**src/rtl/sprite_anim_ctrl.sv**
```systemverilog
// sprite_anim_ctrl: animation tick divider, stand/run/jump motion FSM with
// facing tracking, frame selector, and a one-cycle registered sprite ROM
// address path.
// Build option: define SPRITE_ANIM_MIRROR_EN to mirror ROM addresses
// horizontally when the character faces left. Without it, rom_addr passes
// pix_addr through (range-checked), and no divide/modulo logic exists.
//
// Pixel handshake: pix_valid qualifies pix_addr in the cycle it is high.
// rom_valid qualifies rom_addr exactly one clock later. There is no
// back-pressure (no ready), so every qualified pixel produces a result.
// A pixel that lies outside the sprite box returns rom_valid=0, rom_addr=0.

module sprite_anim_ctrl #(
  parameter int FRAME_DIV       = 6000000,
  parameter int TICKS_PER_FRAME = 4,
  parameter int SPR_W           = 47,
  parameter int SPR_H           = 87
) (
  input  logic        clk,
  input  logic        rst,
  input  logic        move_l,
  input  logic        move_r,
  input  logic        jump_req,
  input  logic        on_ground,
  input  logic [11:0] pix_addr,
  input  logic        pix_valid,
  output logic [2:0]  anim_state,
  output logic [1:0]  frame_idx,
  output logic        frame_tick,
  output logic [11:0] rom_addr,
  output logic        rom_valid
);

  localparam int DIV_W = (FRAME_DIV > 1) ? $clog2(FRAME_DIV) : 1;
  localparam int SUB_W = (TICKS_PER_FRAME > 1) ? $clog2(TICKS_PER_FRAME) : 1;
  localparam logic [DIV_W-1:0] DIV_LAST  = DIV_W'(FRAME_DIV - 1);
  localparam logic [SUB_W-1:0] SUB_LAST  = SUB_W'(TICKS_PER_FRAME - 1);
  localparam logic [12:0]      PIX_COUNT = 13'(SPR_W * SPR_H);

  // Motion encoding doubles as anim_state[2:1].
  typedef enum logic [1:0] {
    ST_STAND = 2'b00,
    ST_RUN   = 2'b01,
    ST_JUMP  = 2'b10
  } state_e;

  state_e            state_q, state_d;
  logic              airborne_q, airborne_d;
  logic              facing_q, facing_d;
  logic [DIV_W-1:0]  div_q, div_d;
  logic [SUB_W-1:0]  sub_q, sub_d;
  logic [1:0]        frame_q, frame_d;
  logic [11:0]       rom_addr_q, rom_addr_d;
  logic              rom_valid_q, rom_valid_d;

  logic              tick_w;
  logic              only_l, only_r;
  state_e            walk_state;
  logic              in_range;
  logic [11:0]       mapped_addr;

  // Key decode shared by the FSM and the facing tracker.
  always_comb begin
    only_l     = move_l & ~move_r;
    only_r     = move_r & ~move_l;
    walk_state = (only_l | only_r) ? ST_RUN : ST_STAND;
  end

  // Tick divider: free-running 0..FRAME_DIV-1, pulse on the last count.
  always_comb begin
    tick_w = (div_q == DIV_LAST);
    div_d  = tick_w ? '0 : div_q + DIV_W'(1);
  end

  // Divider register.
  always_ff @(posedge clk or posedge rst) begin
    if (rst) div_q <= '0;
    else     div_q <= div_d;
  end

  // FSM state register (motion state plus the airborne flag of a jump).
  always_ff @(posedge clk or posedge rst) begin
    if (rst) begin
      state_q    <= ST_STAND;
      airborne_q <= 1'b0;
    end else begin
      state_q    <= state_d;
      airborne_q <= airborne_d;
    end
  end

  // FSM next state: a grounded jump request wins from any state; a jump only
  // ends after the character has left the ground and landed again.
  always_comb begin
    state_d    = state_q;
    airborne_d = airborne_q;
    if (jump_req && on_ground) begin
      state_d    = ST_JUMP;
      airborne_d = 1'b0;
    end else begin
      case (state_q)
        ST_STAND, ST_RUN: begin
          state_d    = walk_state;
          airborne_d = 1'b0;
        end
        ST_JUMP: begin
          if (airborne_q && on_ground) begin
            state_d    = walk_state;
            airborne_d = 1'b0;
          end else if (!on_ground) begin
            airborne_d = 1'b1;
          end
        end
        default: begin
          state_d    = ST_STAND;
          airborne_d = 1'b0;
        end
      endcase
    end
  end

  // FSM outputs: motion and facing are exposed directly on anim_state.
  always_comb begin
    anim_state = {state_q, facing_q};
    frame_idx  = frame_q;
    frame_tick = tick_w;
  end

  // Facing follows a single held direction key, in every motion state.
  always_comb begin
    if (only_r)      facing_d = 1'b1;
    else if (only_l) facing_d = 1'b0;
    else             facing_d = facing_q;
  end

  // Facing register; reset faces right.
  always_ff @(posedge clk or posedge rst) begin
    if (rst) facing_q <= 1'b1;
    else     facing_q <= facing_d;
  end

  // Frame sequencing: a motion change restarts the sequence and swallows a
  // coincident tick; a jump pins the sequence at frame 0.
  always_comb begin
    sub_d   = sub_q;
    frame_d = frame_q;
    if ((state_d != state_q) || (state_q == ST_JUMP)) begin
      sub_d   = '0;
      frame_d = 2'd0;
    end else if (tick_w) begin
      if (sub_q == SUB_LAST) begin
        sub_d   = '0;
        frame_d = frame_q + 2'd1;
      end else begin
        sub_d   = sub_q + SUB_W'(1);
      end
    end
  end

  // Frame sequencing registers.
  always_ff @(posedge clk or posedge rst) begin
    if (rst) begin
      sub_q   <= '0;
      frame_q <= 2'd0;
    end else begin
      sub_q   <= sub_d;
      frame_q <= frame_d;
    end
  end

`ifdef SPRITE_ANIM_MIRROR_EN
  localparam logic [11:0] W12 = 12'(SPR_W);
  logic [11:0] row_w;
  logic [11:0] col_w;
  logic [11:0] mirror_w;

  // Horizontal mirror inside the sprite row: column c becomes SPR_W-1-c.
  always_comb begin
    row_w    = pix_addr / W12;
    col_w    = pix_addr % W12;
    mirror_w = (row_w * W12) + (W12 - 12'd1 - col_w);
    // The registered facing applies, so a mid-line turn affects the next pixel.
    mapped_addr = facing_q ? pix_addr : mirror_w;
  end
`else
  // No mirroring in this build: the ROM is addressed in raster order.
  always_comb begin
    mapped_addr = pix_addr;
  end
`endif

  // ROM request: only in-box qualified pixels produce a valid address.
  always_comb begin
    in_range    = pix_valid && ({1'b0, pix_addr} < PIX_COUNT);
    rom_valid_d = in_range;
    rom_addr_d  = in_range ? mapped_addr : 12'd0;
  end

  // ROM request register (one clock of latency).
  always_ff @(posedge clk or posedge rst) begin
    if (rst) begin
      rom_addr_q  <= 12'd0;
      rom_valid_q <= 1'b0;
    end else begin
      rom_addr_q  <= rom_addr_d;
      rom_valid_q <= rom_valid_d;
    end
  end

  assign rom_addr  = rom_addr_q;
  assign rom_valid = rom_valid_q;

endmodule

```
**config.mk**
```make
export PLATFORM = sky130hd
export DESIGN_NAME = sprite_anim_ctrl
export DESIGN_NICKNAME = d
export VERILOG_FILES = /design/src/rtl/sprite_anim_ctrl.sv
export SDC_FILE = /design/constraint.sdc
export NUM_CORES = 1
export LEC_CHECK = 0
export BUFFER_PORTS_ARGS = -buffer_cell sky130_fd_sc_hd__buf_2
export CAP_MARGIN = 15
export CELL_PAD_IN_SITES_DETAIL_PLACEMENT = 0
export CELL_PAD_IN_SITES_GLOBAL_PLACEMENT = 1
export CORE_MARGIN = 4
export CORE_UTILIZATION = 46
export DETAILED_ROUTE_END_ITERATION = 8
export PLACE_DENSITY_LB_ADDON = 0.08
export SLEW_MARGIN = 10
export SYNTH_ARGS = -nofsm -noshare
export SYNTH_HDL_FRONTEND = slang
export SYNTH_SLANG_ARGS = --single-unit
```
**constraint.sdc**
```tcl
create_clock -name clk -period 2.85 [get_ports clk]
set_input_delay 0.285 -clock clk [delete_from_list [all_inputs] [get_ports clk]]
set_output_delay 0.285 -clock clk [all_outputs]
set_load 0.1 [all_outputs]
```
Yosys cells after proc, flatten, opt, wreduce, memory -nomap -nowiden
Index checks and enable logic that the tools add are counted.

storage, ports and cells
  register bits = 44
  output and inout port bits = 19

operators by class
  add/subtract/negate cells = 3
  order comparisons = 1
  eq/ne operators = 6
  muxes and demuxes = 18
  bitwise operators = 5
  reductions and logical operators = 10

operators by type and width
  kind                                                              count
  23-bit by 1-bit adder with 23-bit output (second input constant)  1
  23-bit == test (second input constant)                            1
  23-bit two-way mux                                                1
  2-bit two-way mux                                                 8
  12-bit < comparator (second input constant)                       1
  12-bit two-way mux                                                1
  1-bit two-way mux                                                 7
  2-bit nonzero test                                                3
  2-bit by 1-bit adder with 2-bit output (second input constant)    2
  2-bit == test (second input constant)                             2
  4-bit inequality test (second input constant)                     1
  2-bit case mux with 2 select lines                                1
  1-bit logical AND                                                 3
  1-bit AND                                                         2
  2-bit by 1-bit == test with 1-bit output (second input constant)  1
  2-bit zero test                                                   1
  2-bit inequality test                                             1
  1-bit NOT                                                         2
  2-bit AND reduction                                               1
  2-bit OR reduction                                                1
  1-bit logical OR                                                  1
  1-bit OR                                                          1

Longest topological paths before layout
Gate-level depths: netlist of run 1.

  depth in word-level cells = 11
  depth in mapped cells = 6
  depth with buffers taken out = 5

Worst setup path before layout of run 1
OpenSTA, ideal clock, no wires.

  kind = flip-flop to output port
  start = register div_q[7]
  end = output port frame_tick
  data arrival time = 2.218 ns
  data required time = 2.565 ns
  setup slack = 0.347 ns
  stages on the path, launching flop included = 5
  path buffers = 1
  cells stage by stage = dfrtp_1 buf_2 and4bb_1 nand4_4 nor2_1

on the way
  longest elaborated chain between the ends = 1

ends and longest elaborated chain
  item                    RTL line  RTL
  from (decl)             50        logic [DIV_W-1:0] div_q, div_d;
  from (signal assigned)  78        else div_q <= div_d;
  23-bit == test          71        tick_w = (div_q == DIV_LAST);
  to (decl)               29        output logic frame_tick,

No other way between the ends.

Worst setup path after layout of run 1
  start = register div_q[0]
  end = output port frame_tick

Same word-level chain as after synthesis.

==> out/summary.json, run 1 <==
{
  "run_status": {
    "run_status": "finished, final reports clean"
  },
  "pwr": {
    "share_comb_of_total_power": 0.154,
    "p_sw_mw": 0.395,
    "power.internal_mw": 0.970,
    "clockPowerShare": 0.367,
    "power.static_leakage_nw": 1.18,
    "share_seq_of_total_power": 0.479,
    "total_power_mw": 1.37,
    "peakVddDrop_mv": 0.281,
    "powerDensity_nw_per_um2": 558,
    "swShare": 0.290
  },
  "setup_path": {
    "cp.required_ns": 2.57,
    "timing.critical_path.arrival_ns": 1.88,
    "cp_top_family": "simple AND/OR/NAND/NOR gates",
    "r2r_end": "div_q[16]",
    "timing.critical_path.cells": "ha_1 -> and2_1 -> nand4_4 -> nor2_1 -> buf_2",
    "crit_buf_inv": 1,
    "timing.rr.start": "div_q[20]",
    "critical_path_class": "reg2out",
    "timing.critical_path.from_type": "register",
    "r2r_slack_ns": 1.10,
    "cp_slowest_stage_delay_ns": 0.43,
    "worstSetupEndpointType": "output port",
    "critical_path_peak_fanout": 8,
    "critical_path.slowest_cell": "buf_2",
    "r2r_cells": 4
  },
  "synth": {
    "syn-mean-instance-area_sq_um": 11.5,
    "yosys-top-cells-count": "dfrtp_1 (43), nor2_1 (17), and2_1 (16)",
    "synth_edf_count": 0,
    "yosysSeqAreaShare": 0.528,
    "top_area_cell_type_share_of_the_netlist_area": 0.515,
    "synthesis.instances": 182,
    "synth-async-reset-ratio": 1.00,
    "cell_type_with_the_highest_aggregate_area_in_the_netlist": "dfrtp_1",
    "synth_nets": 204,
    "ys_dominant_reg_cell": "dfrtp_1",
    "number_of_distinct_library_cells_after_synthesis": 39,
    "ys_top_cells_by_area": "dfrtp_1 (51%), and2_1 (4.8%), xor2_1 (3.8%)",
    "synth_most_common_cell": "dfrtp_1",
    "synth-warning-count": 0,
    "synth.ff_latch_count": 44,
    "synthesis.area_sq_um": 2090
  },
  "route": {
    "detailedRoute.firstPassIterationCount": 4,
    "first_iter_violations": 56,
    "avgRoutedWirePerCell_um": 14.6,
    "dr_total_vias": 1493,
    "wl_mm": 4.02,
    "remaining_drc_errors": 0,
    "postRouteAntennaNets": 0,
    "route.detailed.vias_per_inst": 5.41
  },
  "clock_tree": {
    "cts_num_sinks": 44,
    "cts_buffers": 5,
    "hold_fix_buffer_count_after_cts": 0,
    "htree_levels": 2,
    "clock_tree_from_tritoncts": "built",
    "post_cts_buffers": 0,
    "worst_skew_pair.late_latency_ns": 0.30,
    "clock_path_buffers": 2,
    "ctsResizeCount": 0,
    "path_clk_slew_ns": 0.09,
    "root_buffer": "clkbuf_8"
  },
  "layout": {
    "num-fill-cells": 386,
    "insertedDiodeCount": 0,
    "share_of_layout_cells_above_drive_strength_1": 0.254,
    "layout-area-overhead-vs-synth_pct": 17.2,
    "final_net_count": 245
  },
  "placed_design": {
    "buffer_ports.inserted": 37,
    "place.gp.congestion": 0.846,
    "place_ws_ns": 1.01,
    "detailed_place_hpwl_mm": 2.94
  },
  "sta": {
    "hold_viol_final": 0,
    "slew_headroom": 0.634,
    "worst_slew_pin_slew_ns": 0.549,
    "final_worst_path_period_share": 0.760,
    "final.setup.worst_slack_ns": 0.684,
    "clock_skew_ns": 0.00783,
    "fin_tns_setup_ns": 0,
    "final_period_minus_worst_setup_slack_ns": 2.17,
    "max_freq_ghz": 0.462,
    "total_of_endpoints_with_negative_setup_slack_in_the_final_report": 0,
    "maxSlewViolCount": 0,
    "grt_setup_unrepaired": "false"
  },
  "worst_hold_path": {
    "min-delay-path-class": "in2async"
  },
  "grt": {
    "vias_in_the_first_global_route": 1441,
    "first_pass_grt_wire_length_mm": 6.65,
    "global_route.overflow_total": 0,
    "globalRouteTotalUtil": 0.156,
    "largest_net_degree_at_the_start_of_global_routing": 45,
    "antenna_found_initial": 0
  },
  "floorplan": {
    "core_area_sq_um": 4380,
    "die_w_um": 75.4,
    "initial_core_util": 0.477,
    "fp-row-count": 24,
    "die_area_sq_um": 5680,
    "top_level_ports": 38,
    "vertical_die_dimension_um": 75.4
  },
  "job": {
    "cap_violations": 0
  }
}
-- placed cells by master (no fill, tap or decap), drive strengths merged, types with 4 or more instances in the layout --
cell    count
a21oi       8
nor3        5
nand2      10
clkbuf      6
buf        38
xnor2       8
nand4      10
dfrtp      43
xor2        9
and3        5
nand3       6
and2       16
nor2       17
inv         4
-- per-layer routing --
metal / share of wire / track usage / vias up
met1: 0.43 / 0.212 / 733
met5: 0 / 0 / -
met3: 0.041 / 0.0422 / 4
met2: 0.51 / 0.237 / 23
li1: - / - / 733
met4: 0.017 / 0.0641 / 0
-- sequential cells by signal, summed over array words and instances, names as in the netlist --
name        count
div_q          23
rom_valid       1
rom_addr       12
state_q         2
frame_idx       2
sub_q           2
facing_q        1
airborne_q      1
-- power groups by stage --
stage	clock network (mW)	registers [mW]	logic, mW
after floorplan	0	0.780	0.0563
after global placement	0	0.666	0.210
after detailed placement	0	0.667	0.213
after CTS	0.513	0.654	0.214
after global routing	0.543	0.657	0.222
final	0.500	0.654	0.211
-- how the worst max path moves through the flow --
| stage | endpoint | start | cells past startpoint |
|---|---|---|---|
| floorplan | frame_tick | div_q[7] | 4 |
| CTS | frame_tick | div_q[0] | 5 |
| detailed placement | frame_tick | div_q[0] | 5 |
| finish | frame_tick | div_q[0] | 5 |
| global route | frame_tick | div_q[0] | 5 |
| global placement | frame_tick | div_q[0] | 5 |
-- tightest hold or removal path: cells and delay by family --
family	cells	cell delay (ns)
buf+inv	3	0.59
-- through the flow --
step,cell area [sq um],hold slack (ns),instances,utilization
global route,2450,0.183,276,0.559
floorplan,2090,0.351,182,-
detailed placement,2330,0.458,268,0.531
global placement,2330,0.444,268,0.531
finish,2450,0.113,276,0.559
CTS,2450,0.129,276,0.559
-- cells by family (layout without fill, tap and decap cells) --
| family | count (synthesis) | after routing | synth area share |
|---|---|---|---|
| AOI/OAI and AO/OA | 20 | 20 | 0.0611 |
| xor gates and xnor gates | 17 | 17 | 0.0713 |
| adders and majority gates | 3 | 3 | 0.0180 |
| buffers and inverters | 8 | 50 | 0.0168 |
| DFF | 44 | 44 | 0.528 |
| muxes | 3 | 3 | 0.0150 |
| and+or+nand+nor | 87 | 87 | 0.290 |
-- area by class of cell --
| class | count | area, sq um | share of cell area |
|---|---|---|---|
| clock buffers | 6 | 82.6 | 0.0337 |
| clock inverters | 2 | 38.8 | 0.0158 |
| inverters | 4 | 15.0 | 0.00613 |
| multi-input cells | 130 | 952 | 0.389 |
| flip-flops and latches | 44 | 1100 | 0.450 |
| well taps | 52 | 65.1 | 0.0266 |
| repair buffers | 38 | 193 | 0.0787 |
(Power assumes the default switching activity.)
==> inputs of run 2 (changes only) <==
--- a/config.mk
+++ b/config.mk
@@ -10,7 +10,7 @@
 export CELL_PAD_IN_SITES_DETAIL_PLACEMENT = 0
 export CELL_PAD_IN_SITES_GLOBAL_PLACEMENT = 1
 export CORE_MARGIN = 4
-export CORE_UTILIZATION = 46
+export CORE_UTILIZATION = 39
 export DETAILED_ROUTE_END_ITERATION = 8
 export PLACE_DENSITY_LB_ADDON = 0.08
 export SLEW_MARGIN = 10
==> constraint.sdc (replaced) <==
create_clock -name clk -period 1.9 [get_ports clk]
set_input_delay 0.19 -clock clk [delete_from_list [all_inputs] [get_ports clk]]
set_output_delay 0.19 -clock clk [all_outputs]
set_load 0.1 [all_outputs]
==> run 2 against run 1 <==
Net effect:
- combinational power is 52% higher
- via count decreased by 0.33%
- cell area rose by 4.2%
- sequential power is 50% higher
- non-clock buffer count grew 4
- global-route usage decreased by 1.9 points
- hold slack improved by 0.0032 ns
- critical path type unchanged
- largest cell class unchanged
==> out/summary.json, run 2 (synthesis gave the netlist of run 1 again) <==
{
  "run_status": {
    "run_status": "finished, final reports clean"
  },
  "worst_hold_path": {
    "worstHoldStart": "pix_addr[7]",
    "min-delay-path-class": "in2reg"
  },
  "setup_path": {
    "crit_buf_inv": {"value": 1, "change": "unchanged"},
    "cp_top_family": "simple AND/OR/NAND/NOR gates",
    "critical_path_peak_fanout": {"value": 8, "change": "unchanged"},
    "timing.rr.start": "div_q[13]",
    "timing.critical_path.cells": "nor4b_4 -> nand4_4 -> nor2_4 -> buf_12",
    "timing.critical_path.arrival": {"value": 1.62, "unit": "ns", "change": "-0.26 ns"},
    "timing.critical_path.from": "div_q[13]",
    "worstSetupEndpointType": "output port",
    "critical_path.slowest_cell": "dfrtp_2",
    "critical_path_class": "reg2out",
    "timing.critical_path.from_type": "register",
    "cp.required": {"value": 1.71, "unit": "ns", "change": "-0.86 ns"},
    "cp_slowest_stage_delay": {"value": 0.46, "unit": "ns", "change": "+0.03 ns"}
  },
  "floorplan": {
    "die_area": {"value": 6590, "unit": "sq um", "change": "+16%"},
    "fp-row-count": {"value": 26, "change": "+8.3%"},
    "vertical_die_dimension": {"value": 81.2, "unit": "um", "change": "+7.7%"},
    "core_area": {"value": 5140, "unit": "sq um", "change": "+17%"},
    "top_level_ports": {"value": 38, "change": "unchanged"},
    "initial_core_util": {"value": 0.407, "change": "-0.0701"},
    "die_w": {"value": 81.2, "unit": "um", "change": "+7.7%"}
  },
  "layout": {
    "fin_cells": {"value": 298, "change": "+8.0%"},
    "largest_register": "div_q",
    "final_net_count": {"value": 249, "change": "+1.6%"},
    "layout.cells.most_common": "dfrtp_1",
    "most_frequent_cells_in_the_layout": "dfrtp_1 (38), buf_2 (36), nor2_1 (16)",
    "share_of_layout_cells_above_drive_strength_1": {"value": 0.303, "change": "+0.0482"},
    "layout-area-overhead-vs-synth_pct": 22.2,
    "insertedDiodeCount": {"value": 0, "change": "unchanged"},
    "number_of_flip_flops_under_the_largest_register_name": {"value": 23, "change": "unchanged"}
  },
  "route": {
    "dr_total_vias": {"value": 1488, "change": "-0.33%"},
    "wl": {"value": 4.10, "unit": "mm", "change": "+1.8%"},
    "detailedRoute.firstPassIterationCount": {"value": 4, "change": "unchanged"},
    "first_iter_violations": {"value": 61, "change": "+8.9%"},
    "top_signal_layer_used": "met4",
    "avgRoutedWirePerCell": {"value": 13.7, "unit": "um", "change": "-5.7%"},
    "wl_met2": {"value": 2.03, "unit": "mm", "change": "-0.98%"},
    "postRouteAntennaNets": {"value": 0, "change": "unchanged"},
    "met1_layer_wirelength_in_the_final_routing": {"value": 1.84, "unit": "mm", "change": "+5.6%"},
    "remaining_drc_errors": {"value": 0, "change": "unchanged"},
    "route.detailed.vias_per_inst": {"value": 4.99, "change": "-7.7%"},
    "routed-wl-met3": {"value": 195, "unit": "um", "change": "+19%"}
  },
  "clock_tree": {
    "clock_tree_from_tritoncts": "built",
    "path_clk_slew": {"value": 0.08, "unit": "ns", "change": "about the same"},
    "root_buffer": "clkbuf_8",
    "cts_num_sinks": {"value": 44, "change": "unchanged"},
    "cts_buffers": {"value": 5, "change": "unchanged"},
    "worst_skew_pair.late_latency": {"value": 0.29, "unit": "ns", "change": "about the same"},
    "clock_path_buffers": {"value": 2, "change": "unchanged"},
    "htree_levels": {"value": 2, "change": "unchanged"}
  },
  "sta": {
    "worst_slew_pin_slew": {"value": 0.493, "unit": "ns", "change": "-0.0556 ns"},
    "final.setup.worst_slack": {"value": 0.0935, "unit": "ns", "change": "-0.590 ns"},
    "max_freq_ghz": 0.554,
    "clock_skew": {"value": 0.00659, "unit": "ns", "change": "-0.00123 ns"},
    "hold_viol_final": {"value": 0, "change": "unchanged"},
    "total_of_endpoints_with_negative_setup_slack_in_the_final_report": {"value": 0, "change": "unchanged"},
    "final_worst_path_period_share": 0.951,
    "slew_headroom": {"value": 0.674, "change": "+0.0393"},
    "fin_tns_setup": {"value": 0, "unit": "ns", "change": "unchanged"},
    "maxSlewViolCount": {"value": 0, "change": "unchanged"},
    "final_period_minus_worst_setup_slack_ns": 1.81
  },
  "placed_design": {
    "buffer_ports.inserted": {"value": 37, "change": "unchanged"},
    "place.gp.congestion": {"value": 0.715, "change": "-15%"},
    "detailed_place_hpwl": {"value": 3.01, "unit": "mm", "change": "+2.4%"},
    "placedCellCount": {"value": 287, "change": "+7.1%"},
    "place_ws": {"value": 0.140, "unit": "ns", "change": "-0.871 ns"}
  },
  "pwr": {
    "power.internal": {"value": 1.49, "unit": "mW", "change": "+54%"},
    "peakVddDrop": {"value": 0.399, "unit": "mV", "change": "+42%"},
    "p_sw": {"value": 0.581, "unit": "mW", "change": "+47%"},
    "power.static_leakage": {"value": 1.19, "unit": "nW", "change": "+1.3%"},
    "total_power": {"value": 2.07, "unit": "mW", "change": "+52%"},
    "clockPowerShare": {"value": 0.372, "change": "+0.005"},
    "share_seq_of_total_power": {"value": 0.473, "change": "-0.006"},
    "swShare": {"value": 0.280, "change": "-0.00955"},
    "powerDensity": {"value": 812, "unit": "nW/um^2", "change": "+46%"},
    "share_comb_of_total_power": {"value": 0.155, "change": "about the same"}
  },
  "grt": {
    "vias_in_the_first_global_route": {"value": 1478, "change": "+2.6%"},
    "globalRouteTotalUtil": {"value": 0.137, "change": "-0.0193"},
    "first_pass_grt_wire_length": {"value": 7.02, "unit": "mm", "change": "+5.5%"},
    "global_route.overflow_total": {"value": 0, "change": "unchanged"},
    "antenna_found_initial": {"value": 0, "change": "unchanged"},
    "largest_net_degree_at_the_start_of_global_routing": {"value": 45, "change": "unchanged"}
  },
  "job": {
    "cap_violations": {"value": 0, "change": "unchanged"}
  }
}
-- run 2: changes by cell type in the layout (fill, tap and decap cells not counted), sizes merged --
cell | before | now
clkbuf | 6 | 7
buf | 38 | 41
dlygate4sd3 | 0 | 1
inv | 4 | 3
-- run 2: area by class of cell --
cell class                 count  area, sq um
clock buffer                   7         96.3
multi-input combinational    130          962
timing repair buffer          42          253
fill                         503         2590
clock inverter                 1         30.0
tap                           70         87.6
inverter                       4         15.0
sequential                    44         1110
-- run 2: final timing paths --
check / cells past startpoint / slack (ns) / endpoint
worst max-delay path: 4 / 0.09 / frame_tick
worst min register to register: 1 / 0.46 / div_q[0]
max in group asynchronous: 4 / 1.17 / facing_q
min in group asynchronous: 4 / 0.47 / div_q[6]
worst max register to register: 4 / 0.16 / frame_idx[1]
worst min-delay path: 2 / 0.12 / rom_addr[7]
-- run 2: metrics by stage --
step,hold slack [ns],area (sq um),util
after global routing,0.106,2550,0.497
after floorplan,0.256,2100,-
after global placement,0.241,2390,0.465
after detailed placement,0.247,2390,0.465
after CTS,0.102,2530,0.492
final,0.116,2550,0.497
-- run 2: what timing repair did --
item	4_1_cts	5_1_grt
resized for setup	0	8
hold endpoints to repair	43	0
buffers inserted	0	2
hold buffers	1	0
endpoints found under the setup margin	0	2
-- run 2: metal layers --
layer / global-route usage / up-vias
met5: 0 / -
met4: 0.0304 / 0
met3: 0.0432 / 4
met2: 0.225 / 28
met1: 0.177 / 716
li1: - / 740
-- run 2: power by group through the flow --
stage	logic [mW]	registers [mW]	clock network, mW
final	0.321	0.981	0.772
after global routing	0.340	0.986	0.835
after CTS	0.326	0.982	0.806
after detailed placement	0.325	1.00	0
after global placement	0.319	0.998	0
after floorplan	0.0844	1.17	0
==> inputs of run 3 (changes only) <==
--- a/config.mk
+++ b/config.mk
@@ -5,6 +5,7 @@
 export SDC_FILE = /design/constraint.sdc
 export NUM_CORES = 1
 export LEC_CHECK = 0
+export ABC_CLOCK_PERIOD_IN_PS = 1900
 export BUFFER_PORTS_ARGS = -buffer_cell sky130_fd_sc_hd__buf_2
 export CAP_MARGIN = 15
 export CELL_PAD_IN_SITES_DETAIL_PLACEMENT = 0
@@ -13,6 +14,7 @@
 export CORE_UTILIZATION = 39
 export DETAILED_ROUTE_END_ITERATION = 8
 export PLACE_DENSITY_LB_ADDON = 0.08
+export RECOVER_POWER = 50
 export SLEW_MARGIN = 10
 export SYNTH_ARGS = -nofsm -noshare
 export SYNTH_HDL_FRONTEND = slang
==> run 3 against run 2 <==
Net effect:
- largest power group unchanged
- non-clock buffer count unchanged
- die area is the same
- count of clock-buffer cells in the layout unchanged
- critical path type unchanged
- total power decreased by 0.20%
- hold slack did not move
- sequential cell count unchanged
- cell count unchanged
- core utilization is 0.29 points lower
- via count unchanged
- critical path depth did not move
==> out/summary.json, run 3 (synthesis gave the netlist of run 1 again) <==
{
  "route": {
    "wl": {"value": 4.10, "unit": "mm", "change": "about the same"},
    "remaining_drc_errors": {"value": 0, "change": "unchanged"},
    "first_iter_violations": {"value": 61, "change": "unchanged"},
    "route.detailed.vias_per_inst": {"value": 4.99, "change": "unchanged"},
    "postRouteAntennaNets": {"value": 0, "change": "unchanged"},
    "detailedRoute.firstPassIterationCount": {"value": 4, "change": "unchanged"},
    "dr_total_vias": {"value": 1488, "change": "unchanged"},
    "avgRoutedWirePerCell": {"value": 13.8, "unit": "um", "change": "about the same"}
  },
  "clock_tree": {
    "clock_tree_from_tritoncts": "built",
    "cts_buffers": {"value": 5, "change": "unchanged"},
    "cts_num_sinks": {"value": 44, "change": "unchanged"},
    "root_buffer": "clkbuf_8",
    "worst_skew_pair.late_latency": {"value": 0.29, "unit": "ns", "change": "about the same"},
    "htree_levels": {"value": 2, "change": "unchanged"},
    "clock_path_buffers": {"value": 2, "change": "unchanged"},
    "path_clk_slew": {"value": 0.08, "unit": "ns", "change": "about the same"}
  },
  "setup_path": {
    "r2r_slack": {"value": 0.16, "unit": "ns", "change": "about the same"},
    "r2r_end": "frame_idx[1]",
    "timing.critical_path.from_type": "register",
    "timing.critical_path.arrival": {"value": 1.62, "unit": "ns", "change": "about the same"},
    "cp.required": {"value": 1.71, "unit": "ns", "change": "about the same"},
    "r2r_cells": {"value": 4, "change": "unchanged"},
    "worstSetupEndpointType": "output port",
    "critical_path_class": "reg2out",
    "critical_path_peak_fanout": {"value": 8, "change": "unchanged"},
    "timing.rr.start": "div_q[13]"
  },
  "sta": {
    "clock_skew": {"value": 0.00661, "unit": "ns", "change": "+0.0000173 ns"},
    "slew_headroom": {"value": 0.281, "change": "-0.392"},
    "total_of_endpoints_with_negative_setup_slack_in_the_final_report": {"value": 0, "change": "unchanged"},
    "maxSlewViolCount": {"value": 0, "change": "unchanged"},
    "max_freq": {"value": 0.554, "unit": "GHz", "change": "unchanged"},
    "hold_viol_final": {"value": 0, "change": "unchanged"},
    "worst_slew_pin_slew": {"value": 1.08, "unit": "ns", "change": "+0.585 ns"},
    "whs": {"value": 0.116, "unit": "ns", "change": "unchanged"},
    "final_worst_path_period_share": {"value": 0.951, "change": "about the same"},
    "final_period_minus_worst_setup_slack": {"value": 1.81, "unit": "ns", "change": "-0.000000100 ns"},
    "final.setup.worst_slack": {"value": 0.0935, "unit": "ns", "change": "+0.000000100 ns"}
  },
  "pwr": {
    "power.static_leakage": {"value": 1.18, "unit": "nW", "change": "-0.44%"},
    "peakVddDrop": {"value": 0.399, "unit": "mV", "change": "about the same"},
    "powerDensity": {"value": 816, "unit": "nW/um^2", "change": "+0.39%"}
  },
  "grt": {
    "antenna_found_initial": {"value": 0, "change": "unchanged"},
    "vias_in_the_first_global_route": {"value": 1478, "change": "unchanged"},
    "global_route.overflow_total": {"value": 0, "change": "unchanged"},
    "first_pass_grt_wire_length": {"value": 7.02, "unit": "mm", "change": "unchanged"},
    "largest_net_degree_at_the_start_of_global_routing": {"value": 45, "change": "unchanged"},
    "globalRouteTotalUtil": {"value": 0.137, "change": "unchanged"}
  },
  "job": {
    "cap_violations": {"value": 0, "change": "unchanged"}
  },
  "layout": {
    "multiInputGateArea": {"value": 962, "unit": "sq um", "change": "unchanged"},
    "fin_cells": {"value": 298, "change": "unchanged"},
    "post-route-util": {"value": 0.494, "change": "-0.00292"},
    "layout.cells.most_common": "dfrtp_1",
    "share_of_layout_cells_above_drive_strength_1": {"value": 0.303, "change": "unchanged"},
    "ff_latch_area": {"value": 1110, "unit": "sq um", "change": "unchanged"},
    "number_of_flip_flops_under_the_largest_register_name": {"value": 23, "change": "unchanged"},
    "most_frequent_cells_in_the_layout": "dfrtp_1 (38), buf_2 (36), nor2_1 (16)",
    "final_net_count": {"value": 249, "change": "unchanged"},
    "largest_register": "div_q",
    "insertedDiodeCount": {"value": 0, "change": "unchanged"},
    "num-fill-cells": {"value": 504, "change": "+0.20%"},
    "layout-area-overhead-vs-synth_pct": 21.4
  },
  "worst_hold_path": {
    "worstHoldStart": "pix_addr[7]",
    "min-delay-path-class": "in2reg",
    "worstHoldEndpoint": "rom_addr[7]",
    "worstHoldPathCells": {"value": 2, "change": "unchanged"}
  },
  "floorplan": {
    "die_area": {"value": 6590, "unit": "sq um", "change": "unchanged"},
    "initial_core_util": {"value": 0.407, "change": "unchanged"},
    "vertical_die_dimension": {"value": 81.2, "unit": "um", "change": "unchanged"},
    "die_w": {"value": 81.2, "unit": "um", "change": "unchanged"},
    "core_area": {"value": 5140, "unit": "sq um", "change": "unchanged"},
    "fp-row-count": {"value": 26, "change": "unchanged"},
    "top_level_ports": {"value": 38, "change": "unchanged"}
  },
  "placed_design": {
    "place_ws": {"value": 0.140, "unit": "ns", "change": "unchanged"},
    "place.gp.congestion": {"value": 0.715, "change": "unchanged"},
    "buffer_ports.inserted": {"value": 37, "change": "unchanged"},
    "placedCellCount": {"value": 287, "change": "unchanged"},
    "detailed_place_hpwl": {"value": 3.01, "unit": "mm", "change": "unchanged"}
  },
  "run_status": {
    "run_status": "finished, final reports clean"
  }
}
## run 3: changes by cell type in the layout (fill, tap and decap cells not counted), sizes merged
| cell | previous run | this run |
|---|---|---|
| buf | 41 | 40 |
| clkbuf | 7 | 8 |
## run 3: timing repair
action | 4_1_cts | 5_1_grt
hold endpoints to repair | 43 | 0
setup buffers | 0 | 2
hold buffers | 1 | 0
endpoints found under the setup margin | 0 | 2
resized for setup | 0 | 8
## run 3: worst max path at each step
| stage | from | slack (ns) | to |
|---|---|---|---|
| 3_5_place_dp | div_q[13] | 0.14 | frame_idx[1] |
| 3_3_place_gp | div_q[13] | 0.18 | frame_idx[1] |
| 4_1_cts | div_q[13] | 0.04 | frame_tick |
| 6_report | div_q[13] | 0.09 | frame_tick |
| 2_1_floorplan | frame_idx[0] | 0.22 | frame_idx[1] |
| 5_1_grt | div_q[9] | -0.004 | frame_tick |
## run 3: cell type report
| class | instances | share of cell area |
|---|---|---|
| flip-flops and latches | 44 | 0.437 |
| well taps | 70 | 0.0345 |
| clock inverters | 1 | 0.0118 |
| repair buffers | 42 | 0.0937 |
| inverters | 4 | 0.00592 |
| clock buffers | 7 | 0.0380 |
| multi-input cells | 130 | 0.379 |
## run 3: through the flow
| step | setup TNS [ns] | area, sq um | power (mW) |
|---|---|---|---|
| floorplan | 0 | 2100 | 1.25 |
| global placement | 0 | 2390 | 1.32 |
| detailed placement | 0 | 2390 | 1.32 |
| CTS | 0 | 2530 | 2.11 |
| global route | -0.00360 | 2540 | 2.16 |
| finish | 0 | 2540 | 2.07 |
## run 3: metal layers
metal	vias up	global-route usage	wire length [um]
li1	740	-	-
met1	716	0.177	1840
met2	28	0.225	2030
met3	4	0.0432	195
met4	0	0.0304	35
met5	-	0	0
## run 3: worst max-delay path, stage by stage (launching register included)
cell	delay (ns)
dfrtp_2	0.46
nor4b_4	0.33
nand4_4	0.19
nor2_4	0.16
buf_12	0.18
## run 3: power by group
part	switching (mW)	internal [mW]	total, mW
registers	0.0147	0.966	0.981
logic	0.258	0.0595	0.317
clock network	0.308	0.464	0.772
total	0.580	1.49	2.07
